### config.mk
export PLATFORM = sky130hd
export DESIGN_NAME = alu_share_arbiter
export DESIGN_NICKNAME = d
export VERILOG_FILES = /design/src/rtl/alu_share_arbiter.sv
export SDC_FILE = /design/constraint.sdc
export NUM_CORES = 1
export LEC_CHECK = 0
export BUFFER_PORTS_ARGS = -buffer_cell sky130_fd_sc_hd__clkbuf_2
export CAP_MARGIN = 5
export CORE_MARGIN = 3
export CORE_UTILIZATION = 40
export DETAILED_ROUTE_END_ITERATION = 16
export GPL_TIMING_DRIVEN = 0
export PLACE_DENSITY = 0.8
export SYNTH_ARGS = -nofsm -noshare
export SYNTH_HDL_FRONTEND = slang
export SYNTH_SLANG_ARGS = --single-unit
### constraint.sdc
create_clock -name clk_i -period 3.6 [get_ports clk_i]
set_clock_uncertainty 0.2 [all_clocks]
set_input_delay 0.54 -clock clk_i [delete_from_list [all_inputs] [get_ports clk_i]]
set_output_delay 0.54 -clock clk_i [all_outputs]
set_load 0.01 [all_outputs]
### src/rtl/alu_share_arbiter.sv
// Two-requester round-robin front end for one shared ALU: latches a request,
// holds it on the ALU for 1 (or MUL_LAT for multiply) cycles, returns the result.
module alu_share_arbiter #(
    parameter int DATA_W  = 32,
    parameter int MUL_LAT = 3
) (
    input  logic              clk_i,
    input  logic              rst_i,
    input  logic              req0_valid_i,
    output logic              req0_ready_o,
    input  logic [DATA_W-1:0] req0_data1_i,
    input  logic [DATA_W-1:0] req0_data2_i,
    input  logic [2:0]        req0_ctrl_i,
    input  logic              req1_valid_i,
    output logic              req1_ready_o,
    input  logic [DATA_W-1:0] req1_data1_i,
    input  logic [DATA_W-1:0] req1_data2_i,
    input  logic [2:0]        req1_ctrl_i,
    output logic              rsp0_valid_o,
    input  logic              rsp0_ready_i,
    output logic              rsp1_valid_o,
    input  logic              rsp1_ready_i,
    output logic [DATA_W-1:0] rsp_data_o,
    output logic              rsp_zero_o,
    output logic [DATA_W-1:0] alu_data1_o,
    output logic [DATA_W-1:0] alu_data2_o,
    output logic [2:0]        alu_ctrl_o,
    input  logic [DATA_W-1:0] alu_data_i,
    input  logic              alu_zero_i,
    output logic              busy_o
);
    localparam int CNT_W = (MUL_LAT > 1) ? $clog2(MUL_LAT) : 1;
    localparam logic [2:0]       OP_MUL  = 3'b011;
    localparam logic [CNT_W-1:0] MUL_CNT = CNT_W'(MUL_LAT - 1);

    typedef enum logic [1:0] {IDLE, EXEC, RESP} state_t;

    state_t             r_state;
    logic               r_last;
    logic               r_grant;
    logic [CNT_W-1:0]   r_cnt;
    logic [DATA_W-1:0]  r_data1;
    logic [DATA_W-1:0]  r_data2;
    logic [2:0]         r_ctrl;
    logic [DATA_W-1:0]  r_rsp_data;
    logic               r_rsp_zero;
    logic               r_rsp0_valid;
    logic               r_rsp1_valid;
    logic               r_busy;

    logic               w_idle;
    logic               w_gnt;
    logic               w_hs0;
    logic               w_hs1;
    logic               w_rsp_done;
    logic [DATA_W-1:0]  w_sel_data1;
    logic [DATA_W-1:0]  w_sel_data2;
    logic [2:0]         w_sel_ctrl;

    // Requester 1 wins when it is alone, or when both ask and 0 went last.
    assign w_idle      = (r_state == IDLE);
    assign w_gnt       = req1_valid_i & (~req0_valid_i | ~r_last);
    assign w_hs0       = w_idle & req0_valid_i & ~w_gnt;
    assign w_hs1       = w_idle & req1_valid_i & w_gnt;
    assign w_rsp_done  = (r_state == RESP) & (r_grant ? rsp1_ready_i : rsp0_ready_i);

    assign w_sel_data1 = w_gnt ? req1_data1_i : req0_data1_i;
    assign w_sel_data2 = w_gnt ? req1_data2_i : req0_data2_i;
    assign w_sel_ctrl  = w_gnt ? req1_ctrl_i  : req0_ctrl_i;

    assign req0_ready_o = w_hs0;
    assign req1_ready_o = w_hs1;
    assign rsp0_valid_o = r_rsp0_valid;
    assign rsp1_valid_o = r_rsp1_valid;
    assign rsp_data_o   = r_rsp_data;
    assign rsp_zero_o   = r_rsp_zero;
    assign alu_data1_o  = r_data1;
    assign alu_data2_o  = r_data2;
    assign alu_ctrl_o   = r_ctrl;
    assign busy_o       = r_busy;

    always_ff @(posedge clk_i or negedge rst_i) begin
        if (!rst_i) begin
            r_state      <= IDLE;
            r_last       <= 1'b1;
            r_grant      <= 1'b0;
            r_cnt        <= '0;
            r_data1      <= '0;
            r_data2      <= '0;
            r_ctrl       <= '0;
            r_rsp_data   <= '0;
            r_rsp_zero   <= 1'b0;
            r_rsp0_valid <= 1'b0;
            r_rsp1_valid <= 1'b0;
            r_busy       <= 1'b0;
        end else begin
            case (r_state)
                IDLE: begin
                    if (w_hs0 | w_hs1) begin
                        r_grant <= w_gnt;
                        r_data1 <= w_sel_data1;
                        r_data2 <= w_sel_data2;
                        r_ctrl  <= w_sel_ctrl;
                        r_cnt   <= (w_sel_ctrl == OP_MUL) ? MUL_CNT : '0;
                        r_busy  <= 1'b1;
                        r_state <= EXEC;
                    end
                end
                EXEC: begin
                    if (r_cnt != '0) begin
                        r_cnt <= r_cnt - 1'b1;
                    end else begin
                        r_rsp_data   <= alu_data_i;
                        r_rsp_zero   <= alu_zero_i;
                        r_rsp0_valid <= ~r_grant;
                        r_rsp1_valid <= r_grant;
                        r_state      <= RESP;
                    end
                end
                RESP: begin
                    // IDLE is always re-entered before the next grant.
                    if (w_rsp_done) begin
                        r_last       <= r_grant;
                        r_rsp0_valid <= 1'b0;
                        r_rsp1_valid <= 1'b0;
                        r_busy       <= 1'b0;
                        r_state      <= IDLE;
                    end
                end
                default: r_state <= IDLE;
            endcase
        end
    end
endmodule

==> impl_metrics.env, run 1 <==
export IMPL_first_pass_iters=6
export IMPL_clk_pin_slew_ns=0.08
export IMPL_drcViolationCount=0
export IMPL_crit_arrival_ns=1.86
export IMPL_cp_max_fo=10
export IMPL_holdWs_ns=0.0981
export IMPL_yosysWarningCount=0
export IMPL_netlist_instances=333
export IMPL_cts_tree="yes"
export IMPL_cts_sinks=109
export IMPL_finalNonFillerCells=794
export IMPL_ant_nets=0
export IMPL_first_iter_violations=145
export IMPL_grt_total_usage_pct=18.6
export IMPL_place_congestion=0.760
export IMPL_grt_busiest_layer="met2"
export IMPL_core_area_um2=12100
export IMPL_finalHoldViolCount=0
export IMPL_pin_count=278
export IMPL_syn_area_um2=4970
export IMPL_setup_slack_ns=1.00
export IMPL_area_growth_pct=39.6
export IMPL_grt_max_degree=110
export IMPL_end_kind="output port"
export IMPL_met2_usage_pct=33.6
export IMPL_use_met1_pct=20.6
export IMPL_dieArea_um2=13800
export IMPL_finalNetCount=795
export IMPL_layout_commonest_cell="clkbuf_2"
export IMPL_syn_area_per_cell_um2=14.9
export IMPL_max_slew_margin_pct=44.2
export IMPL_worstMarginPinSlew_ns=0.838
export IMPL_worstSetupPathType="flop to output port"
export IMPL_wirelength_mm=12.5
export IMPL_leakagePower_nw=3.43
export IMPL_power_density_nw_per_um2=844
export IMPL_insertion_delay_ns=0.33
export IMPL_dp_hpwl_mm=9.97
export IMPL_fmax_mhz=385
export IMPL_fin_tns_setup_ns=0
export IMPL_htreeDepth=3
export IMPL_grt_pass1_wl_mm=20.8
export IMPL_maxCapViolations=0
export IMPL_synth_ff_type="dfrtp_1"
export IMPL_fin_util_pct=57.6
export IMPL_wire_per_inst_um=15.8
export IMPL_antenna_found_initial=0
export IMPL_crit_path_start="r_last"
export IMPL_grt_overflow=0
export IMPL_synth_fp_nets=507
export IMPL_setup_viol=0
export IMPL_synth_seq_area_share_pct=54.9
export IMPL_cp_required_ns=2.86
export IMPL_post_cts_buffers=0
export IMPL_drv_slew=0
export IMPL_reg2reg_from="r_last"
export IMPL_final_cell_mix="clkbuf_2, mux2_2, dfrtp_1, buf_2, clkbuf_16"
export IMPL_ys_ff_latch=109
export IMPL_place_ws_ns=1.03
export IMPL_rsz0062_at_grt="false"
export IMPL_drive_above_1_share_pct=77.2
export IMPL_ff2ff_setup_slack_ns=1.44
export IMPL_grt_met3_usage_pct=5.38
export IMPL_num_vias=3757
export IMPL_hold_buffers=0
export IMPL_fin_crit_ns=2.60
export IMPL_cts_path_max_buffers=2
export IMPL_synth_edf_count=0
export IMPL_start_util_pct=41.2
export IMPL_cts_resized=0
export IMPL_num_antenna_cells=0
export IMPL_clockRootBuffer="clkbuf_16"
export IMPL_async_reset_ff_share_pct=100
export IMPL_vias_per_cell=4.73
export IMPL_die_w_um=118
export IMPL_synth_distinct_cells=23
export IMPL_grt_pass1_vias=4229
export IMPL_port_buffers=277
export IMPL_die_h_um=118
export IMPL_fin_crit_sh_pct=72.2
export IMPL_dp_cells=778
export IMPL_status="finished, final reports clean"
export IMPL_min_path_type="input port to async pin"
export IMPL_ir_drop_uv=361
export IMPL_cts_made_buffers=9
export IMPL_start_kind="flop"
export IMPL_rows=40
[kinds of logic after synthesis]
| family | share of synthesized area, % |
|---|---|
| AOI/OAI and AO/OA | 1.91 |
| adders and majority gates | 0.252 |
| buffers and inverters | 2.59 |
| DFF | 54.9 |
| muxes | 38.4 |
| and+or+nand+nor | 1.94 |
[cell usage after synthesis (2+ instances only)]
master	number	area [µm²]
a21o_1	2	15.0
mux2_2	168	1890
nand2b_1	2	12.5
buf_2	13	65.1
nor2_1	3	11.3
dfrtp_1	108	2700
buf_4	3	22.5
inv_1	5	18.8
nand3b_1	5	37.5
buf_6	2	22.5
o21ai_0	4	20.0
a21oi_1	6	30.0
mux2i_1	2	20.0
[registers in the layout (all words and copies together) (netlist names), 2 cells and up]
register	flops
alu_ctrl_o	3
alu_data1_o	32
alu_data2_o	32
r_cnt	2
r_state	2
rsp_data_o	32
[per-stage QoR]
step                power (W)  area [µm²]
floorplan             0.00370        4970
global placement      0.00463        6570
detailed placement    0.00475        6580
CTS                   0.00595        6940
global route          0.00624        6940
finish                0.00586        6940
[power by group]
part           switching, W  internal (W)
sequential         0.000344       0.00186
combinational       0.00114       0.00133
clock              0.000430      0.000750
total               0.00191       0.00395
[worst paths after layout]
check                           cells after the start              to
worst max-delay path                                4    req1_ready_o
worst min-delay path                                1   rsp_data_o[9]
worst max register to register                      4   alu_ctrl_o[2]
worst min register to register                      1        r_cnt[0]
max in group asynchronous                           1  alu_data2_o[0]
min in group clk_i                                  2  rsp_data_o[11]
[area by class of cell]
cell class	instances	area [µm²]
fillers	984	5120
multi-input cells	201	2120
plain buffers	18	110
clock buffers	10	229
repair buffers	277	1400
flip-flops and latches	109	2730
clock inverters	6	135
well taps	168	210
inverters	5	18.8
[critical path, stage by stage, from the launching register on]
cell      delay (ns)
dfstp_2         0.38
a21boi_2        0.42
buf_2           0.36
and2_1          0.21
clkbuf_2        0.15
[metal layers]
metal | wire length, µm | vias to the layer above
met4 | 280 | 0
met5 | 0 | -
li1 | - | 1766
met1 | 4700 | 1810
met2 | 6630 | 161
met3 | 896 | 20
Note: power is estimated with default switching activity, not from simulation.
==> inputs of run 2 (changes only) <==
PLACE_DENSITY = 0.83   (was 0.8)
clock period = 2.1 ns   (was 3.6 ns; I/O delays follow)
==> impl_metrics.env, run 2 (synthesized netlist as in run 1, its figures left out) <==
export IMPL_place_ws_ns=-0.155
export IMPL_start_util_pct=41.2
export IMPL_core_area_um2=12100
export IMPL_grt_pass1_wl_mm=21.3
export IMPL_antenna_found_initial=2
export IMPL_grt_pass1_vias=4328
export IMPL_maxCapViolations=0
export IMPL_start_kind="flop"
export IMPL_worstMarginPinSlew_ns=0.681
export IMPL_dp_hpwl_mm=10.3
export IMPL_num_vias=3836
export IMPL_port_buffers=277
export IMPL_totalPowerFinal_w=0.00976
export IMPL_clockRootBuffer="clkbuf_16"
export IMPL_crit_arrival_ns=1.45
export IMPL_htreeDepth=3
export IMPL_grt_total_usage_pct=19.1
export IMPL_drive_above_1_share_pct=75.2
export IMPL_fin_crit_ns=1.96
export IMPL_grt_max_degree=62
export IMPL_cp_max_fo=10
export IMPL_rsz0062_at_grt="false"
export IMPL_pin_count=278
export IMPL_rows=40
export IMPL_status="finished, final reports clean"
export IMPL_dieArea_um2=13800
export IMPL_insertion_delay_ns=0.33
export IMPL_drv_slew=0
export IMPL_crit_path_start="r_last"
export IMPL_power_density_nw_per_um2=1380
export IMPL_final_cell_mix="clkbuf_2, mux2_2, dfrtp_1, dlygate4sd3_1, buf_2"
export IMPL_cts_made_buffers=9
export IMPL_first_iter_violations=125
export IMPL_area_growth_pct=42.4
export IMPL_layout_commonest_cell="clkbuf_2"
export IMPL_ant_nets=0
export IMPL_cts_tree="yes"
export IMPL_max_slew_margin_pct=54.6
export IMPL_wire_per_inst_um=16.1
export IMPL_num_antenna_cells=0
export IMPL_clk_pin_slew_ns=0.07
export IMPL_cts_path_max_buffers=2
export IMPL_wirelength_mm=13.1
export IMPL_place_congestion=0.822
export IMPL_drcViolationCount=0
export IMPL_finalNetCount=814
export IMPL_leakagePower_nw=3.49
export IMPL_setup_viol=0
export IMPL_end_kind="output port"
export IMPL_vias_per_cell=4.72
export IMPL_die_h_um=118
export IMPL_ir_drop_uv=736
export IMPL_cp_required_ns=1.58
export IMPL_cts_sinks=109
export IMPL_fin_crit_sh_pct=93.5
export IMPL_hold_start="alu_data_i[3]"
export IMPL_die_w_um=118
export IMPL_grt_overflow=0
export IMPL_reg2reg_from="r_last"
export IMPL_fmax_mhz=509
export IMPL_ff2ff_setup_slack_ns=0.14
export IMPL_first_pass_iters=4
export IMPL_finalHoldViolCount=0
export IMPL_setup_slack_ns=0.136
export IMPL_worstSetupPathType="flop to output port"
export IMPL_min_path_type="input port to flop"
run 2: cell count changes in the layout (fill, tap and decap cells not counted), sizes merged:
cell         before  now
dlygate4sd3       0   16
buf              18   21
bufinv            4    1
clkbuf          287  288
clkinv            0    1
inv               5    6
run 2: repair_timing:
action / in CTS / in global routing
buffers inserted: 2 / 0
setup endpoints to repair: 69 / 0
hold buffers: 15 / 1
gates resized for setup: 3 / 0
hold endpoints to repair: 62 / 1
run 2: critical path, stage by stage, from the launching register on:
cell and delay [ns]:
dfstp_2 0.57, a21boi_4 0.07, buf_4 0.18, and2_1 0.16, clkbuf_2 0.13
run 2: per-stage QoR:
step	setup TNS, ns	hold slack, ns	instance area, µm²	std cells	util, %
global placement	-100.13	0.263	6570	778	54.5
CTS	0	0.000335	7070	812	58.6
detailed placement	-8.28	0.220	6600	779	54.7
global route	0	0.00903	7080	813	58.7
floorplan	0	-0.181	4970	333	-
finish	0	0.0115	7080	813	58.7
run 2: path summary, 6_finish.rpt:
check,endpoint,depth (start not counted)
max in group asynchronous,r_last,3
min in group asynchronous,alu_data1_o[16],2
worst min-delay path,rsp_data_o[3],2
worst min register to register,r_cnt[0],1
worst max-delay path,req1_ready_o,4
worst max register to register,alu_data1_o[28],5
run 2: layout make-up:
class | instances | area, µm²
repair buffers | 296 | 1590
fillers | 980 | 4980
plain buffers | 18 | 113
inverters | 5 | 18.8
clock buffers | 11 | 233
well taps | 168 | 210
flip-flops and latches | 109 | 2730
multi-input cells | 201 | 2130
clock inverters | 5 | 58.8
run 2: where the power goes:
group / switching, W / internal, W
logic: 0.00196 / 0.00232
clock network: 0.000735 / 0.000928
registers: 0.000615 / 0.00320
total: 0.00331 / 0.00645
run 2: metal layers:
metal / GRT usage, % / up-vias / wire (µm) / part of all wire [%]
met1: 21.2 / 1838 / 4850 / 37
met4: 6.74 / 0 / 295 / 2.3
li1: - / 1810 / - / -
met2: 35.8 / 165 / 7120 / 55
met3: 4.04 / 23 / 793 / 6.1
met5: 0 / - / 0 / 0
==> inputs of run 3 (changes only) <==
clock period = 1.8 ns   (was 2.1 ns; I/O delays follow)
==> impl_metrics.env, run 3 (synthesized netlist as in run 1, its figures left out) <==
export IMPL_fill_cells=841
export IMPL_fin_crit_ns=1.85
export IMPL_fin_util_pct=67.4
export IMPL_die_h_um=118
export IMPL_reg2reg_from="r_last"
export IMPL_crit_path_start="r_last"
export IMPL_drcViolationCount=0
export IMPL_setup_viol=56
export IMPL_ff2ff_setup_slack_ns=-0.05
export IMPL_pin_count=278
export IMPL_maxCapViolations=0
export IMPL_cts_path_max_buffers=2
export IMPL_status="complete, but fails checks"
export IMPL_power_density_nw_per_um2=1570
export IMPL_clk_pin_slew_ns=0.07
export IMPL_num_vias=4116
export IMPL_first_iter_violations=148
export IMPL_cp_depth=5
export IMPL_port_buffers=277
export IMPL_layout_commonest_cell="clkbuf_2"
export IMPL_cts_sinks=109
export IMPL_antenna_found_initial=2
export IMPL_failed_checks="negative setup slack"
export IMPL_htreeDepth=3
export IMPL_min_path_type="input port to flop"
export IMPL_place_ws_ns=-0.410
export IMPL_max_slew_margin_pct=54.4
export IMPL_fmax_mhz=541
export IMPL_finalNonFillerCells=846
export IMPL_crit_chain="a21boi_4 -> buf_12 -> buf_12 -> mux2_4 -> mux2_4"
export IMPL_reg2reg_depth=5
export IMPL_grt_max_degree=62
export IMPL_ant_nets=0
export IMPL_crit_arrival_ns=1.87
export IMPL_wire_per_inst_um=18.6
export IMPL_fin_crit_sh_pct=103
export IMPL_worstSetupEndpoint="alu_data2_o[31]"
export IMPL_dieArea_um2=13800
export IMPL_cp_max_fo=10
export IMPL_finalNetCount=847
export IMPL_dp_hpwl_mm=10.3
export IMPL_seq_area_um2=2730
export IMPL_setup_slack_ns=-0.0496
export IMPL_crit_slowest_cell="dfstp_2"
export IMPL_clockRootBuffer="clkbuf_16"
export IMPL_ir_drop_uv=887
export IMPL_final_cell_mix="clkbuf_2, mux2_4, dfrtp_1, mux2_2, dlygate4sd3_1"
export IMPL_drv_slew=0
export IMPL_grt_pass1_vias=4627
export IMPL_rows=40
export IMPL_drive_above_1_share_pct=74.9
export IMPL_cts_tree="yes"
export IMPL_cts_made_buffers=9
export IMPL_insertion_delay_ns=0.33
export IMPL_core_area_um2=12100
export IMPL_start_kind="flop"
export IMPL_place_congestion=0.822
export IMPL_wirelength_mm=15.8
export IMPL_r2r_end="alu_data2_o[31]"
export IMPL_finalHoldViolCount=0
export IMPL_path_buf_inv=2
export IMPL_die_w_um=118
export IMPL_worstMarginPinSlew_ns=0.684
export IMPL_cp_required_ns=1.82
export IMPL_rsz0062_at_grt="true"
export IMPL_grt_total_usage_pct=21.7
export IMPL_worstSetupPathType="flop to flop"
export IMPL_leakagePower_nw=4.25
export IMPL_vias_per_cell=4.87
export IMPL_end_kind="flop"
export IMPL_grt_overflow=0
export IMPL_num_antenna_cells=0
export IMPL_critPathTopFamily="multiplexers"
export IMPL_start_util_pct=41.2
export IMPL_dp_cells=779
export IMPL_area_growth_pct=63.5
export IMPL_first_pass_iters=4
export IMPL_multi_input_area_um2=2640
export IMPL_critPathMaxStageDelay_ns=0.39
export IMPL_grt_pass1_wl_mm=24.0
## run 3: cell count changes in the layout (fill, tap and decap cells not counted), moves of 5 or more
cell           delta
buf_2             -9
buf_12            +6
buf_6             +5
mux2_4          +129
mux2_2          -129
dlygate4sd3_1    +18
## run 3: worst min-delay path by stage
stage	end	cells after the start	start
floorplan	alu_ctrl_o[0]	0	rst_i
global placement	r_cnt[0]	1	r_cnt[0]
detailed placement	rsp_data_o[7]	1	rst_i
CTS	r_last	3	rsp1_ready_i
global route	r_last	3	rsp1_ready_i
finish	r_last	3	rsp1_ready_i
## run 3: repair_timing
action / in CTS / in global routing
setup buffers: 9 / 4
resized for setup: 120 / 63
hold buffers: 34 / 0
pin swaps: 3 / 1
endpoints found under the hold margin: 81 / 0
cloned: 1 / 4
endpoints found under the setup margin: 85 / 94
## run 3: worst register-to-register path: stages, from the launching register on
cell and delay [ns]:
dfstp_2 0.39, a21boi_4 0.22, buf_12 0.20, buf_12 0.16, mux2_4 0.31, mux2_4 0.26
## run 3: area by class of cell
cell class                      count  share of cell area [%]
Buffer                             17                    2.65
Clock buffer                       11                    2.86
Clock inverter                      5                   0.723
Inverter                            5                   0.231
Multi-Input combinational cell    201                    32.5
Sequential cell                   109                    33.6
Tap cell                          168                    2.59
Timing Repair Buffer              330                    24.9
## run 3: per-stage QoR
step / hold slack (ns) / TNS [ns] / power [W] / instance area [µm²]
after CTS: 0.00261 / -1.37 / 0.0123 / 7780
final: 0.0379 / -1.50 / 0.0128 / 8130
after global placement: 0.263 / -145.68 / 0.00926 / 6570
after detailed placement: 0.175 / -26.44 / 0.00951 / 6600
after floorplan: -0.226 / 0 / 0.00739 / 4970
after global routing: 0.0574 / -4.90 / 0.0135 / 8130
## run 3: report_power, final
part           switching, W  total, W  internal [W]
sequential         0.000787   0.00452       0.00374
clock              0.000869   0.00195       0.00108
combinational       0.00267   0.00632       0.00365
## run 3: metal layers
metal / global-route usage, % / up-vias / wire (µm)
met5: 0 / - / 0
met4: 9.60 / 0 / 512
met3: 4.71 / 41 / 886
met2: 40.0 / 199 / 8440
met1: 23.8 / 2007 / 5910
li1: - / 1869 / -
